==> config.mk <==
export PLATFORM = sky130hd
export DESIGN_NAME = regs_wb_flat
export DESIGN_NICKNAME = d
export VERILOG_FILES = /design/src/rtl/regs_wb_if.sv /design/src/rtl/regs_wb.sv /design/src/flat_wrapper.sv
export SDC_FILE = /design/constraint.sdc
export NUM_CORES = 1
export LEC_CHECK = 0
export CAP_MARGIN = 20
export CELL_PAD_IN_SITES_DETAIL_PLACEMENT = 0
export CELL_PAD_IN_SITES_GLOBAL_PLACEMENT = 1
export CORE_MARGIN = 4
export CORE_UTILIZATION = 41
export CTS_CLUSTER_DIAMETER = 150
export DETAILED_ROUTE_END_ITERATION = 8
export PLACE_DENSITY_LB_ADDON = 0.1
export REMOVE_ABC_BUFFERS = 1
export SYNTH_ARGS = -nofsm -noshare
export SYNTH_HDL_FRONTEND = slang
export SYNTH_SLANG_ARGS = --single-unit
export TNS_END_PERCENT = 20
==> constraint.sdc <==
create_clock -name clk -period 5.45 [get_ports clk]
set_input_delay 0.8175 -clock clk [delete_from_list [all_inputs] [get_ports clk]]
set_output_delay 0.8175 -clock clk [all_outputs]
set_load 0.005 [all_outputs]
==> src/rtl/regs_wb_if.sv <==
// Bus bundle for regs_wb: issue claim, ALU result, load return, register-file
// write port and operand scoreboard query. The master drives the i_* signals
// and the slave (regs_wb) drives the o_* signals.
//
// Handshake rules:
// - Issue: a claim transfers on a clk_en edge where i_issue_valid and
//   o_issue_ready are both 1.
// - Load return: a load transfers on a clk_en edge where i_ld_valid and
//   o_ld_ready are both 1.
// - Ready never depends on valid, and the master holds a valid request
//   stable until it transfers.
// - The ALU result has no ready: it is taken in any clk_en cycle where
//   i_alu_valid is 1.
interface regs_wb_if;
  logic        i_issue_valid;
  logic [4:0]  i_issue_rd;
  logic        o_issue_ready;
  logic        i_alu_valid;
  logic [4:0]  i_alu_rd;
  logic [31:0] i_alu_data;
  logic        i_ld_valid;
  logic        o_ld_ready;
  logic [4:0]  i_ld_rd;
  logic [31:0] i_ld_data;
  logic [2:0]  i_ld_funct3;
  logic [1:0]  i_ld_offset;
  logic        o_write_en;
  logic [4:0]  o_write_addr;
  logic [31:0] o_write_data;
  logic [4:0]  i_a_addr;
  logic [4:0]  i_b_addr;
  logic        o_a_busy;
  logic        o_b_busy;
  logic        o_dbg_ld_full;

  modport master (
    output i_issue_valid, i_issue_rd, i_alu_valid, i_alu_rd, i_alu_data,
           i_ld_valid, i_ld_rd, i_ld_data, i_ld_funct3, i_ld_offset,
           i_a_addr, i_b_addr,
    input  o_issue_ready, o_ld_ready, o_write_en, o_write_addr, o_write_data,
           o_a_busy, o_b_busy, o_dbg_ld_full
  );

  modport slave (
    input  i_issue_valid, i_issue_rd, i_alu_valid, i_alu_rd, i_alu_data,
           i_ld_valid, i_ld_rd, i_ld_data, i_ld_funct3, i_ld_offset,
           i_a_addr, i_b_addr,
    output o_issue_ready, o_ld_ready, o_write_en, o_write_addr, o_write_data,
           o_a_busy, o_b_busy, o_dbg_ld_full
  );
endinterface

==> src/rtl/regs_wb.sv <==
// Register writeback stage with scoreboard. It tracks which destination
// registers have an in-flight result, and it arbitrates one register-file write
// per cycle. ALU results take priority. A single-entry load buffer holds a
// returned load until the write port is free. o_dbg_ld_full exposes the load
// buffer state.
module regs_wb (
  input  logic     clk,
  input  logic     rst_n,
  input  logic     clk_en,
  regs_wb_if.slave bus
);
  typedef enum logic {LD_EMPTY = 1'b0, LD_FULL = 1'b1} ld_state_t;

  ld_state_t   r_ld_state;
  logic [4:0]  r_ld_rd;
  logic [31:0] r_ld_data;
  // Bit 0 is reset and never set, so x0 always reads as not busy.
  logic [31:0] r_busy;
  logic        r_write_en;
  logic [4:0]  r_write_addr;
  logic [31:0] r_write_data;

  logic        w_issue_ready;
  logic        w_issue_fire;
  logic        w_commit;
  logic [4:0]  w_commit_rd;
  logic [31:0] w_commit_data;
  logic [7:0]  w_ld_byte;
  logic [15:0] w_ld_half;
  logic [31:0] w_ld_ext;

  assign w_issue_ready = ~r_busy[bus.i_issue_rd];
  assign w_issue_fire  = clk_en & bus.i_issue_valid & w_issue_ready;
  // An ALU result always wins the port. A buffered load uses an idle slot.
  assign w_commit      = clk_en & (bus.i_alu_valid | (r_ld_state == LD_FULL));
  assign w_commit_rd   = bus.i_alu_valid ? bus.i_alu_rd   : r_ld_rd;
  assign w_commit_data = bus.i_alu_valid ? bus.i_alu_data : r_ld_data;

  assign bus.o_issue_ready = w_issue_ready;
  assign bus.o_ld_ready    = (r_ld_state == LD_EMPTY);
  assign bus.o_a_busy      = r_busy[bus.i_a_addr];
  assign bus.o_b_busy      = r_busy[bus.i_b_addr];
  assign bus.o_write_en    = r_write_en;
  assign bus.o_write_addr  = r_write_addr;
  assign bus.o_write_data  = r_write_data;
  assign bus.o_dbg_ld_full = (r_ld_state == LD_FULL);

  // Select the addressed byte or halfword, then extend it according to funct3.
  always_comb begin
    w_ld_byte = bus.i_ld_data[7:0];
    case (bus.i_ld_offset)
      2'd1:    w_ld_byte = bus.i_ld_data[15:8];
      2'd2:    w_ld_byte = bus.i_ld_data[23:16];
      2'd3:    w_ld_byte = bus.i_ld_data[31:24];
      default: w_ld_byte = bus.i_ld_data[7:0];
    endcase
    w_ld_half = bus.i_ld_offset[1] ? bus.i_ld_data[31:16] : bus.i_ld_data[15:0];
    case (bus.i_ld_funct3)
      3'b000:  w_ld_ext = {{24{w_ld_byte[7]}}, w_ld_byte};
      3'b001:  w_ld_ext = {{16{w_ld_half[15]}}, w_ld_half};
      3'b100:  w_ld_ext = {24'd0, w_ld_byte};
      3'b101:  w_ld_ext = {16'd0, w_ld_half};
      default: w_ld_ext = bus.i_ld_data;
    endcase
  end

  // Load buffer FSM: a buffer that was full at the start of the cycle cannot
  // accept in that cycle, so a load is never passed straight through.
  always_ff @(posedge clk) begin
    if (!rst_n) begin
      r_ld_state <= LD_EMPTY;
      r_ld_rd    <= 5'd0;
      r_ld_data  <= 32'd0;
    end else if (clk_en) begin
      case (r_ld_state)
        LD_EMPTY: begin
          if (bus.i_ld_valid) begin
            r_ld_state <= LD_FULL;
            r_ld_rd    <= bus.i_ld_rd;
            r_ld_data  <= w_ld_ext;
          end
        end
        LD_FULL: begin
          if (!bus.i_alu_valid) r_ld_state <= LD_EMPTY;
        end
        default: r_ld_state <= LD_EMPTY;
      endcase
    end
  end

  // Scoreboard: the commit clears its bit first, then the issue sets its bit,
  // so a set and a clear of the same register on one edge leave it busy.
  always_ff @(posedge clk) begin
    if (!rst_n) begin
      r_busy <= 32'd0;
    end else if (clk_en) begin
      if (w_commit && (w_commit_rd != 5'd0)) r_busy[w_commit_rd] <= 1'b0;
      if (w_issue_fire && (bus.i_issue_rd != 5'd0)) r_busy[bus.i_issue_rd] <= 1'b1;
    end
  end

  // Registered write port. A commit to x0 is dropped, and addr/data keep the
  // last real write.
  always_ff @(posedge clk) begin
    if (!rst_n) begin
      r_write_en   <= 1'b0;
      r_write_addr <= 5'd0;
      r_write_data <= 32'd0;
    end else if (!clk_en) begin
      r_write_en <= 1'b0;
    end else begin
      r_write_en <= w_commit && (w_commit_rd != 5'd0);
      if (w_commit && (w_commit_rd != 5'd0)) begin
        r_write_addr <= w_commit_rd;
        r_write_data <= w_commit_data;
      end
    end
  end
endmodule

==> src/flat_wrapper.sv <==
// flat-port wrapper written by rule: the top's interface ports become plain ports
module regs_wb_flat 
  (clk, rst_n, clk_en, bus_i_issue_valid, bus_i_issue_rd, bus_i_alu_valid, bus_i_alu_rd, bus_i_alu_data, bus_i_ld_valid, bus_i_ld_rd, bus_i_ld_data, bus_i_ld_funct3, bus_i_ld_offset, bus_i_a_addr, bus_i_b_addr, bus_o_issue_ready, bus_o_ld_ready, bus_o_write_en, bus_o_write_addr, bus_o_write_data, bus_o_a_busy, bus_o_b_busy, bus_o_dbg_ld_full);
  regs_wb_if bus_i ();
  input  logic clk;
  input  logic rst_n;
  input  logic clk_en;
  input wire logic [$bits(bus_i.i_issue_valid)-1:0] bus_i_issue_valid;
  input wire logic [$bits(bus_i.i_issue_rd)-1:0] bus_i_issue_rd;
  input wire logic [$bits(bus_i.i_alu_valid)-1:0] bus_i_alu_valid;
  input wire logic [$bits(bus_i.i_alu_rd)-1:0] bus_i_alu_rd;
  input wire logic [$bits(bus_i.i_alu_data)-1:0] bus_i_alu_data;
  input wire logic [$bits(bus_i.i_ld_valid)-1:0] bus_i_ld_valid;
  input wire logic [$bits(bus_i.i_ld_rd)-1:0] bus_i_ld_rd;
  input wire logic [$bits(bus_i.i_ld_data)-1:0] bus_i_ld_data;
  input wire logic [$bits(bus_i.i_ld_funct3)-1:0] bus_i_ld_funct3;
  input wire logic [$bits(bus_i.i_ld_offset)-1:0] bus_i_ld_offset;
  input wire logic [$bits(bus_i.i_a_addr)-1:0] bus_i_a_addr;
  input wire logic [$bits(bus_i.i_b_addr)-1:0] bus_i_b_addr;
  output wire logic [$bits(bus_i.o_issue_ready)-1:0] bus_o_issue_ready;
  output wire logic [$bits(bus_i.o_ld_ready)-1:0] bus_o_ld_ready;
  output wire logic [$bits(bus_i.o_write_en)-1:0] bus_o_write_en;
  output wire logic [$bits(bus_i.o_write_addr)-1:0] bus_o_write_addr;
  output wire logic [$bits(bus_i.o_write_data)-1:0] bus_o_write_data;
  output wire logic [$bits(bus_i.o_a_busy)-1:0] bus_o_a_busy;
  output wire logic [$bits(bus_i.o_b_busy)-1:0] bus_o_b_busy;
  output wire logic [$bits(bus_i.o_dbg_ld_full)-1:0] bus_o_dbg_ld_full;
  assign bus_i.i_issue_valid = bus_i_issue_valid;
  assign bus_i.i_issue_rd = bus_i_issue_rd;
  assign bus_i.i_alu_valid = bus_i_alu_valid;
  assign bus_i.i_alu_rd = bus_i_alu_rd;
  assign bus_i.i_alu_data = bus_i_alu_data;
  assign bus_i.i_ld_valid = bus_i_ld_valid;
  assign bus_i.i_ld_rd = bus_i_ld_rd;
  assign bus_i.i_ld_data = bus_i_ld_data;
  assign bus_i.i_ld_funct3 = bus_i_ld_funct3;
  assign bus_i.i_ld_offset = bus_i_ld_offset;
  assign bus_i.i_a_addr = bus_i_a_addr;
  assign bus_i.i_b_addr = bus_i_b_addr;
  assign bus_o_issue_ready = bus_i.o_issue_ready;
  assign bus_o_ld_ready = bus_i.o_ld_ready;
  assign bus_o_write_en = bus_i.o_write_en;
  assign bus_o_write_addr = bus_i.o_write_addr;
  assign bus_o_write_data = bus_i.o_write_data;
  assign bus_o_a_busy = bus_i.o_a_busy;
  assign bus_o_b_busy = bus_i.o_b_busy;
  assign bus_o_dbg_ld_full = bus_i.o_dbg_ld_full;
  regs_wb u_core (.clk(clk), .rst_n(rst_n), .clk_en(clk_en), .bus(bus_i));
endmodule
Yosys cells after proc, flatten, opt, wreduce, memory -nomap -nowiden --
Index checks and enable logic that the tools add are counted.
Word-level totals: flip-flop bits (word level) 108, input bits 100, output and inout bits 43, word-level logic and storage cells 60
Cells by class: magnitude comparators 6, equality and inequality tests 6, muxes and demuxes 22, bitwise logic cells 9, reductions and logical operators 10
Operator list (count):
- $mux 32 | 5
- $pmux 32 s4 | 1
- $and 32x32->32 | 1
- $not 32->32 | 1
- $or 32x32->32 | 1
- $lt 5x6->1 const B | 4
- $pmux 8 s3 | 1
- $mux 16 | 1
- $bmux 1 s5 | 3
- $demux 1 s5 | 2
- $ge 5x1->1 const B | 2
- $reduce_bool 5->1 | 2
- $mux 1 | 7
- $eq 3x3->1 const B | 2
- $mux 5 | 1
- $eq 2x2->1 const B | 2
- $logic_and 1x1->1 | 4
- $reduce_and 2->1 | 2
- $and 1x1->1 | 3
- $eq 3x1->1 const B | 1
- $logic_not 3->1 | 1
- $reduce_and 3->1 | 1
- $eq 2x1->1 const B | 1
- $not 1->1 | 2
- 2 further kinds | 2

Depth between registers and ports, before layout --
Gate-level depths: netlist (run 1).
word-level depth 12, gate-level depth with buffers 7, gate-level depth less buffers 4

Least setup slack after synthesis (run 1) --
Ideal clock, no wire load.
path kind input to output, start point input port bus_i_a_addr[0], end point output port bus_o_a_busy, arrival time 2.516 ns, required time 4.633 ns, path slack 2.117 ns, cell stages on the path 4, buffers on the path 1, cells stage by stage clkbuf_1 mux4_2 mux4_2 mux2_2
On the way: cells in the longest elaborated chain, start to end 2
Ends and longest elaborated chain:
- start, declared | line flat_wrapper.sv:18 | input wire logic [$bits(bus_i.i_a_addr)-1:0] bus_i_a_addr;
- $bmux 1 s5 | line regs_wb.sv:41 | assign bus.o_a_busy = r_busy[bus.i_a_addr];
- $mux 1 (not written as such) | line regs_wb.sv:41
- end, declared | line flat_wrapper.sv:25 | output wire logic [$bits(bus_i.o_a_busy)-1:0] bus_o_a_busy;
Every way passes these cells. The select of a mux whose other input is x is not followed.

Worst setup path in the final report (run 1) --
start point input port bus_i_issue_rd[0], end point output port bus_o_issue_ready
On the way: cells in the longest elaborated chain, start to end 3
Ends and longest elaborated chain:
- start, declared | line flat_wrapper.sv:9 | input wire logic [$bits(bus_i.i_issue_rd)-1:0] bus_i_issue_rd;
- $bmux 1 s5 | line regs_wb.sv:32 | assign w_issue_ready = ~r_busy[bus.i_issue_rd];
- $mux 1 (not written as such) | line regs_wb.sv:32
- $not 1->1 | line regs_wb.sv:32
- end, declared | line flat_wrapper.sv:20 | output wire logic [$bits(bus_i.o_issue_ready)-1:0] bus_o_issue_ready;
Every way passes these cells. The select of a mux whose other input is x is not followed.

==> impl.org, run 1 <==
** Setup path
- Critical Path RT :: 4.63 ns
- Cell repeated most along the worst path :: sky130_fd_sc_hd__clkdlybuf4s50_1
- Kind of end point of the critical path :: output pin
- Critical-path cell with the highest stage delay :: sky130_fd_sc_hd__clkdlybuf4s50_1
- Setup CP Type :: input port to output pin
- In this design, the stage delay of the slowest critical-path cell is 0.90 ns.
- Kind of start point of the critical path :: input port
- Ordered list of cells on the worst path :: clkdlybuf4s50_1 -> mux4_1 -> a22oi_1 -> nand4_2 -> buf_4 -> nor2b_1 -> clkdlybuf4s50_1
- The critical path starts at bus_i_issue_rd[0].
- Reg2Reg Launch Point :: u_core.r_ld_rd[4]$_SDFFE_PN0P_
- For the worst setup path, the data arrival time is 3.64 ns.
- In this run the worst path has a maximum fanout of 25.

** STA
- Number of hold violations in the final report :: 0
- Number of slew-limit violations in the final report :: 0
- Final period utilization :: 0.818
- The clock arrives with 0.00872 ns of skew.
- Setup violations remaining at the end of the flow were counted as 0.
- Final worst setup slack :: 0.993 ns
- Setup repair after global routing left no endpoint under its margin.
- Actual slew at the worst max-slew pin :: 0.942 ns
- Sum of negative setup slack :: 0 ns
- Subtracting the final worst setup slack from the clock period gives 4.46 ns.
- For this run, the top clock speed supported by timing is 0.224 GHz.
- The worst pin sits at a relative slew slack of 0.372.
- The tightest hold path in the finished design has a slack of 0.488 ns.

** Die
- The initialized floorplan defines 43 standard-cell rows.
- Core region area :: 14000 um^2
- Initial core utilization :: 0.423
- Width of the die :: 128 um
- Height of the chip :: 128 um
- For this design the top-level I/O count stands at 143.
- Die Footprint :: 16500 um^2

** Global route
- In the global route stage, met3 resource usage came out at 0.0625.
- For this run, global-route usage on met1 was measured as 0.341.
- Met2 track utilization from global routing :: 0.337
- GR peak layer :: met1
- Antenna violations before repair :: 1
- First-pass GRT wire length :: 30100 um
- Aggregate global-route resource usage :: 0.232
- Entering global routing, the biggest net connects 96 pins.
- Aggregate global routing overflow :: 0
- The number of global-route vias before repair came to 5300.

** Clock network
- Library cell used as clock root buffer :: sky130_fd_sc_hd__clkbuf_16
- For the worst-skew pair, the clock arrives at the later sink with an insertion delay of 0.35 ns.
- The longest clock path from root to sink contains 2 buffers.
- Clock Sink Count :: 108
- The number of clock buffers added by TritonCTS is 9.
- TritonCTS built the clock tree.
- Clock slew seen by the registers of the worst setup and hold paths :: 0.08 ns
- Setup Fix Bufs, Post-CTS :: 0
- Maximum level of the CTS H-tree :: 3
- Post-cts resize count :: 0
- After clock tree synthesis, the flow added hold-fix buffers numbering 0.

** Finish
- Registers take 2160 um^2.
- In the final layout, the multi-input gates occupy 3530 um^2.
- Share of final-layout standard cells stronger than drive strength 1 :: 0.112
- Once layout is complete, the utilization of the core stands at 0.549.
- The area growth from synthesis to layout is 29.8%.
- Filler cell count :: 1277
- For this run, the post-layout net count is 800.

** Synthesis
- The synthesized design spends more area on one cell type than any other, namely sky130_fd_sc_hd__dfxtp_1.
- Post-synth EDFFs :: 0
- Of the synthesized area, sequential elements account for 0.364.
- Of the total synthesized cell area, the portion taken by AND, OR, NAND and NOR gates is 0.138.
- Flip-flop and latch count after synthesis :: 108
- Post-Synth XOR/XNOR Area :: 0
- After synthesis, the share of flip-flops with an asynchronous set or reset is 0.
- Of the total synthesized cell area, the portion taken by full adders, half adders and majority gates is 0.
- Synth warnings :: 0
- Yosys attributes the largest share of cell area to sky130_fd_sc_hd__dfxtp_1 (36%), sky130_fd_sc_hd__mux4_2 (9.1%), sky130_fd_sc_hd__mux2i_1 (6.6%).
- Area fraction in compound gates after synthesis :: 0.236
- Fraction of synthesized area in multiplexers :: 0.215
- Area of the mapped netlist :: 5940 um^2
- A synthesized cell averages 9.98 um^2.
- Gate count of the mapped netlist :: 595
- The netlist uses 41 different library cells.
- The share of synthesized area in the top cell type comes to 0.364.
- Ys flop type :: sky130_fd_sc_hd__dfxtp_1
- Dominant combinational cell family by area after synthesis :: compound AO/OA/AOI/OAI gates

** Detailed routing
- The pre-antenna-repair detailed-routing pass consisted of 4 iterations.
- Via count :: 5466
- Number of design rule violations left after detail routing :: 0
- Total detailed-routing wirelength :: 19300 um
- Dividing the detail-routed wire length by the instance count gives 21.7 um.
- Using the TritonRoute via totals, the vias-per-cell ratio works out to 6.17.
- In this run, the number of DRC markers left after iteration 0 of detailed routing was 434.
- Number of nets with antenna violations after routing :: 0

** Power and ir drop
- Peak VDD IR :: 0.149 mV
- The analysis attributes to net switching a power of 516 uW.
- Of the total power, combinational logic draws 0.195.
- Total power after layout :: 1.87 mW
- The share of total power dissipated in the clock network is 0.344.
- Internal portion of total power :: 1.35 mW
- Of the total power, the share spent switching nets is 0.276.
- Leakage power :: 3.12 nW
- The share of total power dissipated in sequential elements is 0.461.
- Pwr per Cell Area :: 242 nW/um^2

** Worst hold path
- HP Class :: register to register
- Startpoint of the tightest hold check path :: u_core.r_ld_rd[3]$_SDFFE_PN0P_

** Placement
- At the end of routability-driven placement, the weighted congestion stood at 0.940.
- In this run the tool buffered the top-level ports with 142 buffer cells.
- Dpl ws :: 0.997 ns
- The wire-length estimate of the detail-placed layout is 13400 um.

** Run
- Max-cap violations in this run came to 0.

** Outcome
- The run finished with clean final reports.
critical path: cells and delay by family:
| kind | cells | cell delay (ns) |
|---|---|---|
| buf+inv | 3 | 1.66 |
| simple gates | 2 | 0.28 |
| mux | 1 | 0.65 |
| compound gates | 1 | 0.22 |
placed cells by master, fill, tap and decap left out, drive strengths merged, types with 19 or more instances in the layout:
master,Yosys,layout
clkdlybuf4s50,0,140
o21ai,31,31
dfxtp,108,108
mux4,29,29
nand2,37,37
o211ai,38,38
a21oi,25,25
o41ai,24,24
mux2,19,19
o211a,36,36
nand3,39,39
mux2i,39,39
area by class of cell:
cell class | instances | area share
inverter | 3 | 0.00146
antenna | 1 | 0.000325
clock buffer | 10 | 0.0310
sequential | 108 | 0.281
clock inverter | 6 | 0.00617
tap | 180 | 0.0292
timing repair buffer | 153 | 0.194
multi-input combinational | 425 | 0.457
registers in the layout (all words and copies together) (netlist names):
register and flops:
u_core.bus.o_write_data 32, u_core.r_busy 32, u_core.r_ld_data 32, u_core.bus.o_write_addr 5, u_core.r_ld_rd 5, u_core.bus.o_dbg_ld_full 1
u_core.bus.o_write_en 1
path summary, 6_finish.rpt:
path                                                   to  slack (ns)  depth (start not counted)
hold reg to reg            u_core.r_ld_rd[3]$_SDFFE_PN0P_        0.49                          2
setup reg to reg  u_core.bus.o_write_data[6]$_SDFFE_PN0P_        2.98                          6
setup / recovery                        bus_o_issue_ready        0.99                          7
hold / removal             u_core.r_ld_rd[3]$_SDFFE_PN0P_        0.49                          2
per-stage QoR:
stage                     instances  area, um^2
final                           886        7710
after global routing            886        7710
after CTS                       884        7700
after detailed placement        868        7410
after global placement          868        7410
after floorplan                 536        5670
routing by layer:
metal	routed length [um]	share of wire
met5	0	0
met4	384	0.020
met1	8970	0.47
met2	8360	0.43
met3	1550	0.080
power by group through the flow:
stage                     logic [mW]  registers, mW  clock network (mW)
after floorplan                0.149          0.873                   0
after global placement         0.358          0.878                   0
after detailed placement       0.363          0.878                   0
after CTS                      0.366          0.860               0.660
after global routing           0.397          0.866               0.689
final                          0.365          0.861               0.643
cell families after synthesis:
family,after synthesis
buf+inv,62
simple gates,152
flops,108
mux,87
compound gates,186
cell usage after synthesis (10+ instances only):
cell type	number
sky130_fd_sc_hd__dfxtp_1	108
sky130_fd_sc_hd__clkbuf_1	44
sky130_fd_sc_hd__mux2i_1	39
sky130_fd_sc_hd__nand3_1	39
sky130_fd_sc_hd__o211ai_1	38
sky130_fd_sc_hd__nand2_1	36
sky130_fd_sc_hd__o211a_1	36
sky130_fd_sc_hd__o21ai_0	30
sky130_fd_sc_hd__a21oi_1	25
sky130_fd_sc_hd__mux4_2	24
sky130_fd_sc_hd__o41ai_1	24
sky130_fd_sc_hd__mux2_2	19
sky130_fd_sc_hd__nor2_1	14
sky130_fd_sc_hd__nor3b_1	14
sky130_fd_sc_hd__and2_1	10
Power figures use the tool's default switching activity.
==> run 2: changes to the inputs <==
- CORE_UTILIZATION: 41 -> 35
- clock period: 5.45 -> 3.8 ns (I/O delays scaled with it)
==> impl.org, run 2 (synthesized netlist as in run 1, its figures left out) <==
** Global route
- The initial antenna violation count was 3 (+2).
- The global-route wire length before repair is 32000 um (+6.3%).
- Largest net degree at the start of global routing :: 60 (-38%)
- The overall track demand over capacity in global routing is 0.206 (-0.0260).
- Number of global-route vias before repair :: 5734 (+8.2%)
- The remaining global-route overflow is 0 (unchanged).

** Clock network
- The post-cts gate resize count was 0 (unchanged).
- Hold buffer count at CTS :: 0 (unchanged)
- Clock Sink Count :: 108 (unchanged)
- Library cell used as clock root buffer :: sky130_fd_sc_hd__clkbuf_16
- The number of H-tree levels came to 3 (unchanged).
- Clock Tree Buf Depth :: 2 (unchanged)
- Num CTS Buffers :: 9 (unchanged)
- Setup Fix Bufs, Post-CTS :: 0 (unchanged)
- CTS tree :: yes
- The clock latency of the later-clocked register in the worst-skew pair is 0.36 ns (about the same).
- The clock input transition at the sequential cells of the worst setup and hold paths was 0.07 ns (about the same).

** Detailed routing
- Drt first pass iters :: 5 (+1)
- The number of design rule violations left after detail routing is 0 (unchanged).
- The via count came to 5440 (-0.48%).
- The remaining number of nets flagged by the antenna check after routing came to 0 (unchanged).
- Total detailed-routing wirelength :: 20000 um (+3.9%)
- Number of DRC markers after the initial detailed-route iteration :: 472 (+8.8%)
- The post-detailed-route via-to-cell ratio came to 5.84 (-5.3%).
- Wire length per cell after detailed routing :: 21.5 um (-1.1%)

** Setup path
- STA classifies the critical path startpoint as an input port.
- Setup CP Type :: input port to output pin
- Ordered list of cells on the worst path :: clkdlybuf4s50_1 -> buf_4 -> mux4_2 -> mux4_2 -> mux2_2 -> clkdlybuf4s50_1
- The largest individual stage delay along the critical path comes from the cell sky130_fd_sc_hd__mux4_2.
- Tracing the worst setup path back leads to its startpoint at bus_i_a_addr[0].
- Kind of end point of the critical path :: output pin
- Crit-path max FO :: 8 (-68%)
- Reg2Reg Launch Point :: u_core.r_busy[17]$_SDFFE_PN0P_
- The delay of the slowest critical-path stage came to 0.52 ns (-0.38 ns).
- The kind of cell with the highest combined delay along the critical path is multiplexers.
- Total buffers and inverters traversed by the critical path :: 3 (unchanged)
- Critical Path RT :: 3.23 ns (-1.40 ns)
- Data arrival time at the worst-slack endpoint :: 2.94 ns (-0.70 ns)

** Outcome
- The run finished with clean final reports.

** Die
- The number of top-level design ports came to 143 (unchanged).
- The horizontal die dimension came to 138 um (+7.7%).
- The die extent in y was 138 um (+7.7%).
- The area inside the core boundary came to 16600 um^2 (+18%).
- Initial core utilization :: 0.358 (-0.0648)
- The cell row count was 47 (+9.3%).
- The area of the die came to 19100 um^2 (+16%).

** Placement
- The final weighted congestion in routability-driven placement was 0.914 (-2.8%).
- Detailed placer's ending HPWL :: 14800 um (+10%)
- The post-detailed-placement cell area is 7520 um^2 (+1.4%).
- The count of buffers from port buffering came to 142 (unchanged).

** Worst hold path
- The path class of the tightest hold or removal check is register to register.
- In this run the most critical hold path is launched from u_core.r_ld_rd[3]$_SDFFE_PN0P_.

** STA
- Final critical-path required period :: 3.51 ns
- Final number of setup-violating endpoints :: 0 (unchanged)
- The worst slew slack as a fraction of its limit was 0.296 (-0.0761).
- Number of hold violations in the final report :: 0 (unchanged)
- Highest clock rate :: 0.285 GHz
- The actual transition at the worst max-transition pin was 1.05 ns (+0.109 ns).
- Final period utilization :: 0.924
- Worst clock skew :: 0.00917 ns (+0.000442 ns)
- Setup repair after global routing left no endpoint under its margin.
- Number of slew-limit violations in the final report :: 0 (unchanged)
- The accumulated negative setup slack came to 0 ns (unchanged).

** Finish
- Post-synthesis to final-layout area growth :: 31.3%
- Ant diodes :: 0 (-1)
- The total of fill cells in the finished design was 1603 (+26%).
- Final Net Count :: 806 (+0.75%)
- Most common cell after layout, fill and taps aside :: sky130_fd_sc_hd__clkdlybuf4s50_1
- The final non-filler cell area came to 7790 um^2 (+1.1%).
- Most frequent cells in the layout :: sky130_fd_sc_hd__clkdlybuf4s50_1 (140), sky130_fd_sc_hd__dfxtp_1 (108), sky130_fd_sc_hd__mux2i_1 (39), sky130_fd_sc_hd__nand3_1 (39), sky130_fd_sc_hd__o211ai_1 (38)
- The share of post-route cells with drive strength above 1 came to 0.120 (+0.00749).

** Power and ir drop
- The power density normalized to cell area was 341 nW/um^2 (+41%).
- Peak VDD IR :: 0.214 mV (+44%)
- The static leakage power was 3.15 nW (+1.0%).

** Run
- Max-cap viol count :: 0 (unchanged)
==> run 2: cell count changes in the layout (fill, tap and decap cells not counted) <==
cell	delta
sky130_fd_sc_hd__clkinv_2	+2
sky130_fd_sc_hd__clkinvlp_4	-1
sky130_fd_sc_hd__inv_6	-2
sky130_fd_sc_hd__buf_2	-1
sky130_fd_sc_hd__clkinv_4	+1
sky130_fd_sc_hd__inv_8	+1
sky130_fd_sc_hd__buf_4	+7
sky130_fd_sc_hd__diode_2	-1
sky130_fd_sc_hd__clkbuf_8	-1
==> run 2: worst paths after layout <==
kind,end,slack [ns],cells past startpoint
worst max-delay path,bus_o_a_busy,0.29,6
worst min register to register,u_core.r_ld_rd[3]$_SDFFE_PN0P_,0.49,2
worst max register to register,u_core.r_busy[22]$_SDFFE_PN0P_,1.65,4
worst min-delay path,u_core.r_ld_rd[3]$_SDFFE_PN0P_,0.49,2
==> run 2: final cells by class <==
type / count / area, um^2 / share of cell area
clock buffers: 9 / 225 / 0.0289
clock inverters: 7 / 52.6 / 0.00674
multi-input cells: 425 / 3530 / 0.452
well taps: 220 / 275 / 0.0353
repair buffers: 159 / 1540 / 0.198
inverters: 3 / 11.3 / 0.00144
flip-flops and latches: 108 / 2160 / 0.277
==> run 2: worst min-delay path, delay by kind of cell (launching register included) <==
kind / cells / cell delay, ns
AND/OR/NAND/NOR: 1 / 0.05
flip-flops: 1 / 0.32
AO/OA/AOI/OAI: 1 / 0.06
==> run 2: layer usage <==
metal / GRT usage / wire (um) / vias to the layer above
li1: - / - / 2557
met1: 0.244 / 8130 / 2617
met2: 0.357 / 10100 / 208
met3: 0.0580 / 1260 / 52
met4: 0.0733 / 529 / 6
met5: 0 / 24 / -
==> run 2: per-stage QoR <==
step            util  hold WS [ns]  setup slack, ns  total power [mW]  std cells
6_report       0.470         0.488            0.289              2.66        931
5_1_grt        0.470         0.511            0.207              2.79        931
4_1_cts        0.470         0.490            0.268              2.70        931
3_5_place_dp   0.453         0.480            0.271              1.79        915
3_3_place_gp   0.453         0.473            0.312              1.79        915
2_1_floorplan      -         0.442            0.572              1.47        536
==> run 2: report_power, final <==
part           leakage, nW  internal, mW  total [mW]  switching [mW]
clock network        0.141         0.450       0.901           0.451
logic                 2.13         0.281       0.525           0.245
registers            0.883          1.19        1.23          0.0401
total                 3.15          1.93        2.66           0.736
==> run 3: changes to the inputs <==
==> constraint.sdc (replaced) <==
create_clock -name clk -period 3.8 [get_ports clk]
set_input_delay 0.76 -clock clk [delete_from_list [all_inputs] [get_ports clk]]
set_output_delay 0.76 -clock clk [all_outputs]
set_load 0.005 [all_outputs]
==> impl.org, run 3 (synthesized netlist as in run 1, its figures left out) <==
** Global route
- The maximum number of pins on one net before global-route repair came to 59 (-1.7%).
- The remaining global-route overflow is 0 (unchanged).
- Antenna violations before repair :: 2 (-1)
- The global-route wire length before repair was 32200 um (+0.60%).
- The overall track demand over capacity in global routing was 0.208 (+0.00237).
- GR peak layer :: met2
- The met3 track demand over resource came to 0.0597 (+0.00173).
- The met2 global-route usage came to 0.351 (-0.00540).
- The global routing met1 resource utilization came to 0.254 (+0.00920).
- The number of global-route vias before repair was 5706 (-0.49%).

** Die
- The number of top-level design ports is 143 (unchanged).
- Core region area :: 16600 um^2 (unchanged)
- Number of placement rows :: 47 (unchanged)
- Die Footprint :: 19100 um^2 (unchanged)
- Initial core utilization :: 0.358 (unchanged)
- Height of the chip :: 138 um (unchanged)
- Width of the die :: 138 um (unchanged)

** Clock network
- The number of H-tree levels came to 3 (unchanged).
- Clock Tree Buf Depth :: 2 (unchanged)
- CTS placed an instance of sky130_fd_sc_hd__clkbuf_16 at the clock tree root.
- CTS tree :: yes
- The hold-fix buffer count after cts came to 0 (unchanged).
- The total clock sinks is 108 (unchanged).
- Num CTS Buffers :: 9 (unchanged)
- Post-cts resize count :: 5 (+5)
- The buffers inserted during post-CTS setup optimization is 0 (unchanged).
- Clock slew seen by the registers of the worst setup and hold paths :: 0.07 ns (about the same)
- The clock latency of the later-clocked register in the worst-skew pair was 0.36 ns (about the same).

** STA
- The total count of hold-check failures in the final report came to 0 (unchanged).
- Worst clock skew :: 0.0117 ns (+0.00257 ns)
- Final number of setup-violating endpoints :: 0 (unchanged)
- Worst max-slew margin expressed relative to the limit :: 0.283 (-0.0135)
- Worst hold slack :: 0.493 ns (+0.00521 ns)
- Highest clock rate :: 0.276 GHz (-3.1%)
- The share of the clock period used by the worst path is 0.953 (+0.0293).
- The minimum period implied by the final worst setup slack is 3.62 ns (+0.111 ns).
- Setup repair after global routing left no endpoint under its margin.
- Actual slew at the worst max-slew pin :: 1.07 ns (+0.0202 ns)
- The number of max-slew violations in the final report is 0 (unchanged).

** Setup path
- Kind of cell adding the most delay to the critical path :: multiplexers
- The total buffers and inverters traversed by the critical path came to 3 (unchanged).
- Levels on crit path :: 6 (unchanged)
- Kind of start point of the critical path :: input port
- The most numerous cell type found on the critical path is sky130_fd_sc_hd__mux4_2.
- The number of cell instances on the worst register-to-register path was 4 (unchanged).
- Critical-path cell with the highest stage delay :: sky130_fd_sc_hd__mux4_2
- In this run the worst setup path terminates at bus_o_a_busy.
- The worst-path maximum fanout came to 8 (unchanged).
- Worst reg2reg path endpoint :: u_core.r_busy[9]$_SDFFE_PN0P_
- The critical path in this run is classified as input port to output pin.
- Data arrival time at the worst-slack endpoint :: 2.86 ns (-0.08 ns)
- Kind of end point of the critical path :: output pin
- The worst register-to-register path begins at u_core.r_busy[17]$_SDFFE_PN0P_.
- The setup slack of the most critical reg-to-reg path came to 1.66 ns (about the same).
- Tracing the worst setup path back leads to its startpoint at bus_i_a_addr[0].
- Critical path's largest stage delay :: 0.50 ns (-0.02 ns)
- The critical path goes through dlygate4sd2_1 -> buf_12 -> mux4_2 -> mux4_2 -> mux2_2 -> clkdlybuf4s50_1.
- Critical Path RT :: 3.04 ns (-0.19 ns)

** Power and ir drop
- Switching Share :: 0.277 (+0.000375)
- Internal portion of total power :: 1.92 mW (-0.12%)
- The sequential power share is 0.464 (about the same).
- Comb power frac :: 0.201 (+0.004)
- The net switching power of the design came to 736 uW (about the same).
- The static leakage power was 3.19 nW (+1.2%).
- Total power after layout :: 2.66 mW (about the same)
- Pwr per Cell Area :: 339 nW/um^2 (-0.61%)
- Peak VDD IR :: 0.223 mV (+4.3%)
- The proportion of power drawn by the clock network is 0.335 (-0.004).

** Finish
- Number of standard cells in the layout, taps in and fillers out :: 933 (+0.21%)
- Ant diodes :: 0 (unchanged)
- Final Net Count :: 808 (+0.25%)
- Final core utilization :: 0.473 (+0.00257)
- Share of final-layout standard cells stronger than drive strength 1 :: 0.122 (+0.00247)
- Most frequent cells in the layout :: sky130_fd_sc_hd__clkdlybuf4s50_1 (135), sky130_fd_sc_hd__dfxtp_1 (108), sky130_fd_sc_hd__mux2i_1 (39), sky130_fd_sc_hd__nand3_1 (39), sky130_fd_sc_hd__o211ai_1 (38)
- Filler cell count :: 1578 (-1.6%)
- The library cell used most frequently in the layout, excluding fill and tap cells, is sky130_fd_sc_hd__clkdlybuf4s50_1.
- From synthesis to final layout, the design area changed by 32.0%.

** Placement
- Routability congestion estimate from global placement :: 0.929 (+1.7%)
- Number of placed cells counting well taps :: 917 (+0.22%)
- Detailed placer's ending HPWL :: 14800 um (about the same)
- Port-buffer cells :: 142 (unchanged)

** Outcome
- The flow ran to the end, and the final reports show no timing, DRC or antenna violations.

** Detailed routing
- Number of nets with antenna violations after routing :: 0 (unchanged)
- The number of design rule violations left after detail routing is 0 (unchanged).
- The detailed-routing iteration count for the pre-antenna-repair pass was 5 (unchanged).
- Number of DRC markers after the initial detailed-route iteration :: 416 (-12%)
- The mean routed wirelength per cell was 21.7 um (+0.84%).
- Total detailed-routing wirelength :: 20200 um (+1.1%)
- Mean number of vias per cell :: 5.85 (+0.17%)
- Via count :: 5461 (+0.39%)

** Worst hold path
- HP Class :: register to register

** Run
- The number of max-capacitance violations reported came to 0 (unchanged).
## run 3: worst min path at each step
stage,slack (ns),to,depth (start not counted),start
finish,0.49,u_core.r_ld_rd[0]$_SDFFE_PN0P_,2,u_core.r_ld_rd[0]$_SDFFE_PN0P_
global route,0.51,u_core.r_ld_rd[3]$_SDFFE_PN0P_,2,u_core.r_ld_rd[3]$_SDFFE_PN0P_
CTS,0.49,u_core.r_ld_rd[3]$_SDFFE_PN0P_,2,u_core.r_ld_rd[3]$_SDFFE_PN0P_
detailed placement,0.48,u_core.r_ld_rd[3]$_SDFFE_PN0P_,2,u_core.r_ld_rd[3]$_SDFFE_PN0P_
global placement,0.47,u_core.r_ld_rd[0]$_SDFFE_PN0P_,2,u_core.r_ld_rd[0]$_SDFFE_PN0P_
floorplan,0.44,u_core.r_ld_data[15]$_SDFFE_PN0P_,2,u_core.r_ld_data[15]$_SDFFE_PN0P_
## run 3: through the flow
| stage | setup TNS, ns | instance area (um^2) | worst slack [ns] |
|---|---|---|---|
| 2_1_floorplan | 0 | 5670 | 0.382 |
| 3_3_place_gp | -0.116 | 7560 | -0.0529 |
| 3_5_place_dp | -0.225 | 7560 | -0.0949 |
| 4_1_cts | 0 | 7830 | 0.0310 |
| 5_1_grt | 0 | 7840 | 0.0727 |
| 6_report | 0 | 7840 | 0.177 |
## run 3: power groups by stage
stage | registers, mW | clock network [mW] | logic (mW)
floorplan | 1.25 | 0 | 0.213
global placement | 1.26 | 0 | 0.531
detailed placement | 1.26 | 0 | 0.537
CTS | 1.24 | 0.918 | 0.540
global route | 1.24 | 0.963 | 0.581
finish | 1.24 | 0.890 | 0.534
## run 3: final cells by class
type | instances | area, um^2 | share of cell area
Inverter | 3 | 11.3 | 0.00144
Tap cell | 220 | 275 | 0.0351
Clock inverter | 6 | 38.8 | 0.00495
Clock buffer | 10 | 229 | 0.0292
Sequential cell | 108 | 2160 | 0.276
Timing Repair Buffer | 161 | 1590 | 0.202
Multi-Input combinational cell | 425 | 3530 | 0.451
## run 3: metal layers
| layer | up-vias | wire length, um |
|---|---|---|
| li1 | 2555 | - |
| met1 | 2680 | 8370 |
| met2 | 176 | 9980 |
| met3 | 46 | 1280 |
| met4 | 4 | 569 |
| met5 | - | 21 |
## run 3: worst register-to-register path, stage by stage (launching register included)
cell	delay, ns
sky130_fd_sc_hd__dfxtp_1	0.36
sky130_fd_sc_hd__mux4_1	0.53
sky130_fd_sc_hd__a22oi_2	0.26
sky130_fd_sc_hd__nand2_2	0.35
sky130_fd_sc_hd__o41ai_1	0.51
